**src/rtl/calc_pkg.sv**
```systemverilog
// Shared types and constants for the calculator front-end sequencer.
package calc_pkg;

  localparam int OPND_W = 4;
  localparam int RES_W  = 8;
  localparam int OP_W   = 3;

  typedef enum logic [2:0] {
    IDLE   = 3'd0,
    GET_B  = 3'd1,
    GET_OP = 3'd2,
    EXEC   = 3'd3,
    DONE   = 3'd4
  } state_e;

  localparam logic [OP_W-1:0] OP_ADD = 3'b000;
  localparam logic [OP_W-1:0] OP_SUB = 3'b001;
  localparam logic [OP_W-1:0] OP_AND = 3'b010;
  localparam logic [OP_W-1:0] OP_OR  = 3'b011;
  localparam logic [OP_W-1:0] OP_XOR = 3'b100;
  localparam logic [OP_W-1:0] OP_MUL = 3'b101;

endpackage

```
**src/rtl/calc_sequencer_settle_counter.sv**
```systemverilog
// Loadable down-counter that stops at zero and flags it.
module settle_counter #(
  parameter int W = 2
) (
  input  logic         clk,
  input  logic         rst,
  input  logic         load_i,
  input  logic [W-1:0] load_val_i,
  input  logic         dec_i,
  output logic         zero_o
);

  logic [W-1:0] count_q;
  logic [W-1:0] count_d;

  always_comb begin
    count_d = count_q;
    if (load_i)
      count_d = load_val_i;
    else if (dec_i && (count_q != '0))
      count_d = count_q - 1'b1;
  end

  always_ff @(posedge clk) begin
    if (rst) count_q <= '0;
    else     count_q <= count_d;
  end

  assign zero_o = (count_q == '0);

endmodule

```
**src/rtl/calc_sequencer.sv**
```systemverilog
// Collects A, B and opcode over three ENTER presses, drives the calculator,
// then captures its result after a settle interval.
module calc_sequencer
  import calc_pkg::*;
#(
  parameter int SETTLE_CYCLES = 2,
  parameter int NUM_OPS       = 6
) (
  input  logic              clk,
  input  logic              rst,
  input  logic [OPND_W-1:0] sw_val_i,
  input  logic [OP_W-1:0]   sw_op_i,
  input  logic              btn_enter_i,
  input  logic              btn_clear_i,
  input  logic              chain_i,
  output logic [OPND_W-1:0] calc_a_o,
  output logic [OPND_W-1:0] calc_b_o,
  output logic [OP_W-1:0]   calc_op_o,
  input  logic [RES_W-1:0]  calc_result_i,
  output logic [RES_W-1:0]  result_o,
  output logic              result_valid_o,
  output logic              busy_o,
  output logic              op_err_o,
  output logic [2:0]        state_dbg_o
);

  localparam int CNT_W = (SETTLE_CYCLES > 1) ? $clog2(SETTLE_CYCLES) : 1;
  localparam logic [CNT_W-1:0] CNT_LOAD = CNT_W'(SETTLE_CYCLES - 1);
  localparam logic [OP_W:0] NUM_OPS_W = (OP_W + 1)'(NUM_OPS);

  state_e            state_q;
  logic [OPND_W-1:0] calc_a_q, calc_b_q;
  logic [OP_W-1:0]   calc_op_q;
  logic [RES_W-1:0]  result_q;
  logic              result_valid_q, busy_q, op_err_q, clr_pend_q;

  logic op_legal, clear_now, cnt_load, cnt_dec, cnt_zero;

  assign op_legal  = ({1'b0, sw_op_i} < NUM_OPS_W);
  assign clear_now = btn_clear_i || clr_pend_q;
  assign cnt_load  = (state_q == GET_OP) && btn_enter_i && !clear_now && op_legal;
  assign cnt_dec   = (state_q == EXEC);

  settle_counter #(.W(CNT_W)) u_settle (
    .clk        (clk),
    .rst        (rst),
    .load_i     (cnt_load),
    .load_val_i (CNT_LOAD),
    .dec_i      (cnt_dec),
    .zero_o     (cnt_zero)
  );

  always_ff @(posedge clk) begin
    if (rst) begin
      state_q        <= IDLE;
      calc_a_q       <= '0;
      calc_b_q       <= '0;
      calc_op_q      <= '0;
      result_q       <= '0;
      result_valid_q <= 1'b0;
      busy_q         <= 1'b0;
      op_err_q       <= 1'b0;
      clr_pend_q     <= 1'b0;
    end else if (state_q == EXEC) begin
      // A clear arriving mid-execution waits until the capture has landed.
      if (btn_clear_i) clr_pend_q <= 1'b1;
      if (cnt_zero) begin
        result_q       <= calc_result_i;
        result_valid_q <= 1'b1;
        busy_q         <= 1'b0;
        state_q        <= DONE;
      end
    end else if (clear_now) begin
      state_q        <= IDLE;
      result_valid_q <= 1'b0;
      op_err_q       <= 1'b0;
      clr_pend_q     <= 1'b0;
    end else if (btn_enter_i) begin
      case (state_q)
        IDLE: begin
          calc_a_q       <= sw_val_i;
          result_valid_q <= 1'b0;
          state_q        <= GET_B;
        end
        GET_B: begin
          calc_b_q <= sw_val_i;
          state_q  <= GET_OP;
        end
        GET_OP: begin
          if (op_legal) begin
            calc_op_q <= sw_op_i;
            op_err_q  <= 1'b0;
            busy_q    <= 1'b1;
            state_q   <= EXEC;
          end else begin
            op_err_q <= 1'b1;
          end
        end
        DONE: begin
          calc_a_q       <= chain_i ? result_q[OPND_W-1:0] : sw_val_i;
          result_valid_q <= 1'b0;
          state_q        <= GET_B;
        end
        default: state_q <= IDLE;
      endcase
    end
  end

  assign calc_a_o       = calc_a_q;
  assign calc_b_o       = calc_b_q;
  assign calc_op_o      = calc_op_q;
  assign result_o       = result_q;
  assign result_valid_o = result_valid_q;
  assign busy_o         = busy_q;
  assign op_err_o       = op_err_q;
  assign state_dbg_o    = state_q;

endmodule

```
**config.mk**
```make
export PLATFORM = sky130hd
export DESIGN_NAME = calc_sequencer
export DESIGN_NICKNAME = d
export VERILOG_FILES = /design/src/rtl/calc_pkg.sv /design/src/rtl/calc_sequencer_settle_counter.sv /design/src/rtl/calc_sequencer.sv
export SDC_FILE = /design/constraint.sdc
export NUM_CORES = 1
export LEC_CHECK = 0
export ABC_AREA = 0
export CAP_MARGIN = 5
export CORE_MARGIN = 2
export CORE_UTILIZATION = 43
export CTS_CLUSTER_DIAMETER = 80
export DETAILED_ROUTE_END_ITERATION = 8
export GPL_ROUTABILITY_DRIVEN = 0
export PLACE_DENSITY_LB_ADDON = 0.15
export SLEW_MARGIN = 20
export SYNTH_ARGS = -nofsm -noshare
export SYNTH_HDL_FRONTEND = slang
export SYNTH_SLANG_ARGS = --single-unit
```
**constraint.sdc**
```tcl
create_clock -name clk -period 1.7 [get_ports clk]
set_input_delay 0.34 -clock clk [delete_from_list [all_inputs] [get_ports clk]]
set_output_delay 0.34 -clock clk [all_outputs]
set_load 0.005 [all_outputs]
```
==> flow_metrics.env, run 1 <==
export IMPL_cts_inserted_buffers=3
export IMPL_track_usage_pct=19.11
export IMPL_drtIter0Drc=28
export IMPL_synth_seq_area_share_pct=44.86
export IMPL_postSynthCellCount=131
export IMPL_p_seq_share_pct=59.9
export IMPL_p_comb_share_pct=14.1
export IMPL_routed_via_density=5.465
export IMPL_vias=1164
export IMPL_max_stage_delay_ns=0.52
export IMPL_synth_ff_type="dfxtp_1"
export IMPL_drt_wl_total_um=2991
export IMPL_ios=45
export IMPL_cts_root_buf="clkbuf_4"
export IMPL_p_int_uw=824.0
export IMPL_skew_ns=0.004170
export IMPL_htreeDepth=1
export IMPL_min_period_ns=1.625
export IMPL_slew_violations=0
export IMPL_fillers=244
export IMPL_drtAntennaViolNets=0
export IMPL_cp_start_kind="flop"
export IMPL_synth_edf_count=0
export IMPL_vdd_drop_max_uv=504.1
export IMPL_start_util_pct=44.46
export IMPL_antenna_found_initial=0
export IMPL_max_slew_margin_pct=70.47
export IMPL_layout_drive_gt1_share_pct=15.93
export IMPL_regArea_um2=544.3
export IMPL_timing_critical_path_max_delay_family="buffers and inverters"
export IMPL_timing_fmax_ghz=0.6153
export IMPL_first_global_vias=1105
export IMPL_area_growth_pct=45.17
export IMPL_syn_area_um2=1205
export IMPL_worst_slew_pin_slew_ns=0.4430
export IMPL_cts_sinks=27
export IMPL_grt_max_degree=20
export IMPL_crit_slowest_cell="clkdlybuf4s50_1"
export IMPL_drc=0
export IMPL_leakagePower_uw=0.0006309
export IMPL_tritoncts="done"
export IMPL_cp_required_ns=1.36
export IMPL_switching_power_uw=263.3
export IMPL_postCtsSetupRepairBufs=0
export IMPL_die_x_um=56.94
export IMPL_hold_class="reg -> reg"
export IMPL_fin_util_pct=64.54
export IMPL_arrival_ns=1.29
export IMPL_ys_seq_elements=27
export IMPL_post_route_period_util_pct=95.61
export IMPL_antenna_cells=0
export IMPL_cap_violations=0
export IMPL_crit_type="reg -> out"
export IMPL_power_frac_clock_pct=26.0
export IMPL_path_cells="clkdlybuf4s50_1"
export IMPL_nets=203
export IMPL_path_max_fanout=8
export IMPL_dp_hpwl_um=2289
export IMPL_syn_num_nets=151
export IMPL_fin_setup_tns_ns=0
export IMPL_crit_buf_inv=1
export IMPL_io_buffers=44
export IMPL_hold_viol=0
export IMPL_core_region_area_um2=2710
export IMPL_p_sw_share_pct=24.22
export IMPL_die_h_um=56.94
export IMPL_path_clk_slew_ns=0.15
export IMPL_multi_input_area_um2=605.6
export IMPL_grt_overflow_total=0
export IMPL_finalSetupViolCount=0
export IMPL_rsz0062_at_grt="false"
export IMPL_worstSetupEndpointType="primary output"
export IMPL_ys_warn_count=0
export IMPL_wire_per_inst_um=14.04
export IMPL_dieArea_um2=3242
export IMPL_powerDensity_nw_per_um2=621.6
export IMPL_cts_max_path_buffers=2
export IMPL_insertion_delay_ns=0.33
export IMPL_num_rows=19
export IMPL_syn_avg_cell_area_um2=9.198
export IMPL_yosysUniqueCellTypes=34
export IMPL_grt_pass1_wl_um=4974
export IMPL_async_flop_share_pct=0
export IMPL_status="complete, no violations"
export IMPL_drtPass1Iterations=4
metal layers:
layer	vias to the layer above	GRT usage [%]	wire, µm
met4	0	6.977	35
met5	-	0	0
li1	574	-	-
met2	50	32.68	1480
met1	536	24.14	1263
met3	4	3.401	211
final cells by class:
cell class	instances	share of cell area [%]
Inverter	2	0.4292
Tap cell	31	2.217
Timing Repair Buffer	55	29.90
Multi-Input combinational cell	94	34.62
Clock buffer	3	1.288
Sequential cell	27	31.12
Clock inverter	1	0.4292
cell usage after synthesis (2+ instances only):
cell type  instances  area, µm²
nor4bb_1           2      20.02
a211oi_2           4      50.05
nor3_1             3      15.01
a21oi_1           12      60.06
nand4_1            2      12.51
mux2i_1            9      90.09
a21oi_2            2      17.52
o221a_1            2      22.52
nand3_1            6      30.03
buf_4              3      22.52
nor2_1            12      45.04
nand2_1           19      71.32
dfxtp_1           27      540.5
a31oi_1            3      18.77
or3_1              2      12.51
nor2b_1            3      18.77
inv_1              2      7.510
nor2_2             2      12.51
flip-flops by register name, indices dropped and copies added, names as in the netlist:
signal            flops
clr_pend_q            1
calc_op_o             3
result_valid_o        1
result_o              8
calc_a_o              4
busy_o                1
u_settle.count_q      1
state_dbg_o           3
calc_b_o              4
op_err_o              1
cell families (layout without fill, tap and decap cells):
logic type      Yosys count  count (layout)  synth area share (%)
simple gates             59              59                 26.38
flops                    27              27                 44.86
compound gates           26              26                 16.41
buf+inv                  10              61                 4.879
mux                       9               9                 7.477
power by group through the flow:
stage	sequential (µW)	combinational, µW	clock [µW]
3_5_place_dp	665	153	0
2_1_floorplan	665	59.3	0
6_report	652	153	283
5_1_grt	654	164	321
3_3_place_gp	665	149	0
4_1_cts	652	153	300
timing repair:
item | CTS | global route
endpoints found under the setup margin | 2 | 1
gates resized for setup | 2 | 1
hold buffers | 0 | 0
cell usage in the layout, fill, tap and decap left out:
master and count:
nand2b_1 1, nor4b_4 1, dfxtp_1 24, clkdlybuf4s50_1 44
nor4bb_1 2, nor2_1 12, clkbuf_4 3, or2_1 1
nor3b_1 1, nor2_2 2, and2b_1 1, o21ai_1 1
nor4b_1 1, o221a_1 2, nand2_1 19, nand3b_2 1
a21oi_1 12, a211oi_2 4, dfxtp_2 3, clkinvlp_4 1
a21oi_2 2, nor2b_1 3, nand3_1 6, a221oi_2 1
or3_1 2, nor3_1 3, inv_1 2, o221ai_1 1
nand4_1 2, and3b_1 1, mux2i_1 9, buf_4 11
a31oi_1 3
worst paths after layout:
kind                  start             end  slack, ns  cells after the start
min             result_o[4]     result_o[4]       0.47                      2
max reg2reg  state_dbg_o[2]     result_o[1]       0.34                      4
min reg2reg     result_o[4]     result_o[4]       0.47                      2
max          state_dbg_o[1]  state_dbg_o[1]       0.07                      1
stage by stage:
step	instance area, µm²	worst slack (ns)	power [µW]	std cells	hold slack (ns)
4_1_cts	1748	0.02080	1105	213	0.4685
5_1_grt	1749	0.03453	1138	213	0.4975
6_report	1749	0.07467	1087	213	0.4663
2_1_floorplan	1205	0.4353	723.9	131	0.4527
3_3_place_gp	1715	0.01998	814.0	209	0.4429
3_5_place_dp	1715	-0.07150	818.0	209	0.4486
(Power assumes the default switching activity.)
==> run 2: changes to the inputs <==
--- a/config.mk
+++ b/config.mk
@@ -16,4 +16,5 @@
 export SLEW_MARGIN = 20
 export SYNTH_ARGS = -nofsm -noshare
 export SYNTH_HDL_FRONTEND = slang
+export SYNTH_HIERARCHICAL = 1
 export SYNTH_SLANG_ARGS = --single-unit
==> run 2 against run 1 <==
Compared with the run above:
- sequential power rose by 1%
- power fell by 0.64%
- die area fell by 2.0%
- via count fell by 8.8%
- flip-flop and latch count did not move
- critical path depth did not move
- global-route usage fell by 1.9 points
- final cell count fell by 3.3%
- fmax rose by 0.85%
- clock skew rose by 0.0050 ns
- critical path type unchanged
==> flow_metrics.env, run 2 <==
export IMPL_num_rows=18
export IMPL_antenna_cells=0
export IMPL_drt_wl_total_um=2638
export IMPL_netlist_area_leader_share_pct=45.86
export IMPL_top_layer_used="met4"
export IMPL_syn_avg_cell_area_um2=9.066
export IMPL_drtPass1Iterations=4
export IMPL_rsz0062_at_grt="false"
export IMPL_dr_wl_met3_um=171
export IMPL_slew_violations=0
export IMPL_arrival_ns=1.27
export IMPL_async_flop_share_pct=0
export IMPL_drc=0
export IMPL_cts_sinks=27
export IMPL_leakagePower_uw=0.0007125
export IMPL_vdd_drop_max_uv=785.3
export IMPL_path_clk_slew_ns=0.14
export IMPL_tritoncts="done"
export IMPL_die_h_um=56.36
export IMPL_largest_register_ffs=8
export IMPL_finalSetupViolCount=0
export IMPL_htreeDepth=1
export IMPL_layout_drive_gt1_share_pct=10.23
export IMPL_holdPathStages=2
export IMPL_fin_setup_tns_ns=0
export IMPL_yosysMostFrequentCell="dfxtp_1"
export IMPL_crit_type="reg -> out"
export IMPL_r2r_start="state_dbg_o[0]"
export IMPL_cts_max_path_buffers=2
export IMPL_fin_util_pct=67.01
export IMPL_grt_pass1_wl_um=4305
export IMPL_die_x_um=56.36
export IMPL_yosysUniqueCellTypes=37
export IMPL_timing_fmax_ghz=0.6205
export IMPL_ys_warn_count=6
export IMPL_met1_length_um=1118
export IMPL_min_to="result_o[6]"
export IMPL_drtIter0Drc=17
export IMPL_synth_edf_count=0
export IMPL_reg2reg_slack_ns=0.28
export IMPL_wl_met2_um=1338
export IMPL_rr_worst_depth=4
export IMPL_path_depth=1
export IMPL_path_cells="clkdlybuf4s50_1"
export IMPL_grt_max_degree=16
export IMPL_drtAntennaViolNets=0
export IMPL_synth_seq_area_share_pct=45.86
export IMPL_cts_root_buf="clkbuf_4"
export IMPL_vias=1061
export IMPL_hold_class="reg -> reg"
export IMPL_syn_area_um2=1179
export IMPL_powerDensity_nw_per_um2=633.5
export IMPL_antenna_found_initial=0
export IMPL_dp_hpwl_um=2075
export IMPL_worstSetupEndpointType="primary output"
export IMPL_skew_ns=0.009206
export IMPL_cp_start_kind="flop"
export IMPL_status="complete, no violations"
export IMPL_synth_largest_area_cell="dfxtp_1"
export IMPL_dieArea_um2=3176
export IMPL_nets=197
export IMPL_postSynthCellCount=130
export IMPL_post_route_period_util_pct=94.80
export IMPL_cts_inserted_buffers=3
export IMPL_wire_per_inst_um=12.81
export IMPL_ys_top_cells_by_area="dfxtp_1 (46%), mux2i_1 (10%), nand2_1 (5.4%)"
export IMPL_worst_r2r_endpoint="calc_a_o[1]"
export IMPL_synthTopCellsByCount="dfxtp_1 (27), nand2_1 (17), nor2_1 (15)"
export IMPL_synth_ff_type="dfxtp_1"
export IMPL_insertion_delay_ns=0.32
export IMPL_min_period_ns=1.612
export IMPL_min_from="result_o[6]"
export IMPL_first_global_vias=985
export IMPL_syn_num_nets=150
export IMPL_crit_buf_inv=1
export IMPL_io_buffers=44
export IMPL_postCtsSetupRepairBufs=0
export IMPL_track_usage_pct=17.24
export IMPL_core_region_area_um2=2545
export IMPL_routed_via_density=5.150
export IMPL_hold_viol=0
export IMPL_area_growth_pct=44.69
export IMPL_grt_overflow_total=0
export IMPL_path_max_fanout=11
export IMPL_cp_required_ns=1.36
export IMPL_ios=45
export IMPL_timing_critical_path_max_delay_family="buffers and inverters"
export IMPL_mostFrequentLayoutCells="clkdlybuf4s50_1 (44), dfxtp_1 (24), nand2_1 (17)"
export IMPL_cap_violations=0
export IMPL_start_util_pct=46.31
export IMPL_max_stage_delay_ns=0.53
export IMPL_ys_seq_elements=27
export IMPL_final_common_cell="clkdlybuf4s50_1"
export IMPL_crit_slowest_cell="clkdlybuf4s50_1"
## run 2: cell count changes in the layout (fill, tap and decap cells not counted), sizes merged, moves of 3 or more
cell    before  now
mux2i        9   13
nand3b       1    4
a31oi        3    0
buf         11    7
nand3        6    3
## run 2: area by class of cell
| type | instances | area, µm² |
|---|---|---|
| multi-input cells | 90 | 570.5 |
| clock buffers | 3 | 22.52 |
| clock inverters | 1 | 5.005 |
| inverters | 4 | 15.01 |
| fillers | 224 | 839.6 |
| well taps | 30 | 37.54 |
| repair buffers | 51 | 505.5 |
| flip-flops and latches | 27 | 549.3 |
## run 2: per-stage QoR
step	instances	hold WS, ns	setup slack [ns]	cell area [µm²]	total power (µW)
floorplan	130	0.4355	0.3964	1179	734.6
finish	206	0.4610	0.08840	1705	1080
global route	206	0.4754	0.01525	1705	1143
global placement	202	0.4410	-0.03552	1669	824.8
CTS	206	0.4654	0.0008615	1700	1099
detailed placement	202	0.4493	-0.1143	1669	829.9
## run 2: repair_timing
action | CTS | global route
hold endpoints to repair | 0 | 0
hold buffers | 0 | 0
resized for setup | 3 | 2
setup endpoints to repair | 3 | 2
## run 2: worst max-delay path by stage
| stage | startpoint | to | slack, ns |
|---|---|---|---|
| 2_1_floorplan | state_dbg_o[2] | state_dbg_o[1] | 0.40 |
| 3_3_place_gp | btn_clear_i | state_dbg_o[1] | -0.04 |
| 3_5_place_dp | btn_clear_i | state_dbg_o[1] | -0.11 |
| 4_1_cts | state_dbg_o[0] | state_dbg_o[0] | 0.0009 |
| 5_1_grt | state_dbg_o[2] | state_dbg_o[2] | 0.02 |
| 6_report | state_dbg_o[2] | state_dbg_o[2] | 0.09 |
## run 2: routing by layer
layer	track usage (%)	up-vias
li1	-	542
met1	20.63	486
met2	29.75	31
met3	6.452	2
met4	3.061	0
met5	0	-
## run 2: kinds of logic after synthesis
family | after synthesis | share of synthesized area [%]
simple gates | 51 | 22.08
compound gates | 25 | 14.65
flops | 27 | 45.86
other cells | 1 | 0.3182
mux | 13 | 11.36
buf+inv | 13 | 5.731
## run 2: power by group
| group | total (µW) | switching, µW | internal, µW |
|---|---|---|---|
| clock | 265 | 177 | 88.1 |
| sequential | 659 | 14.2 | 645 |
| combinational | 156 | 59.3 | 96.4 |
| total | 1080 | 251 | 830 |
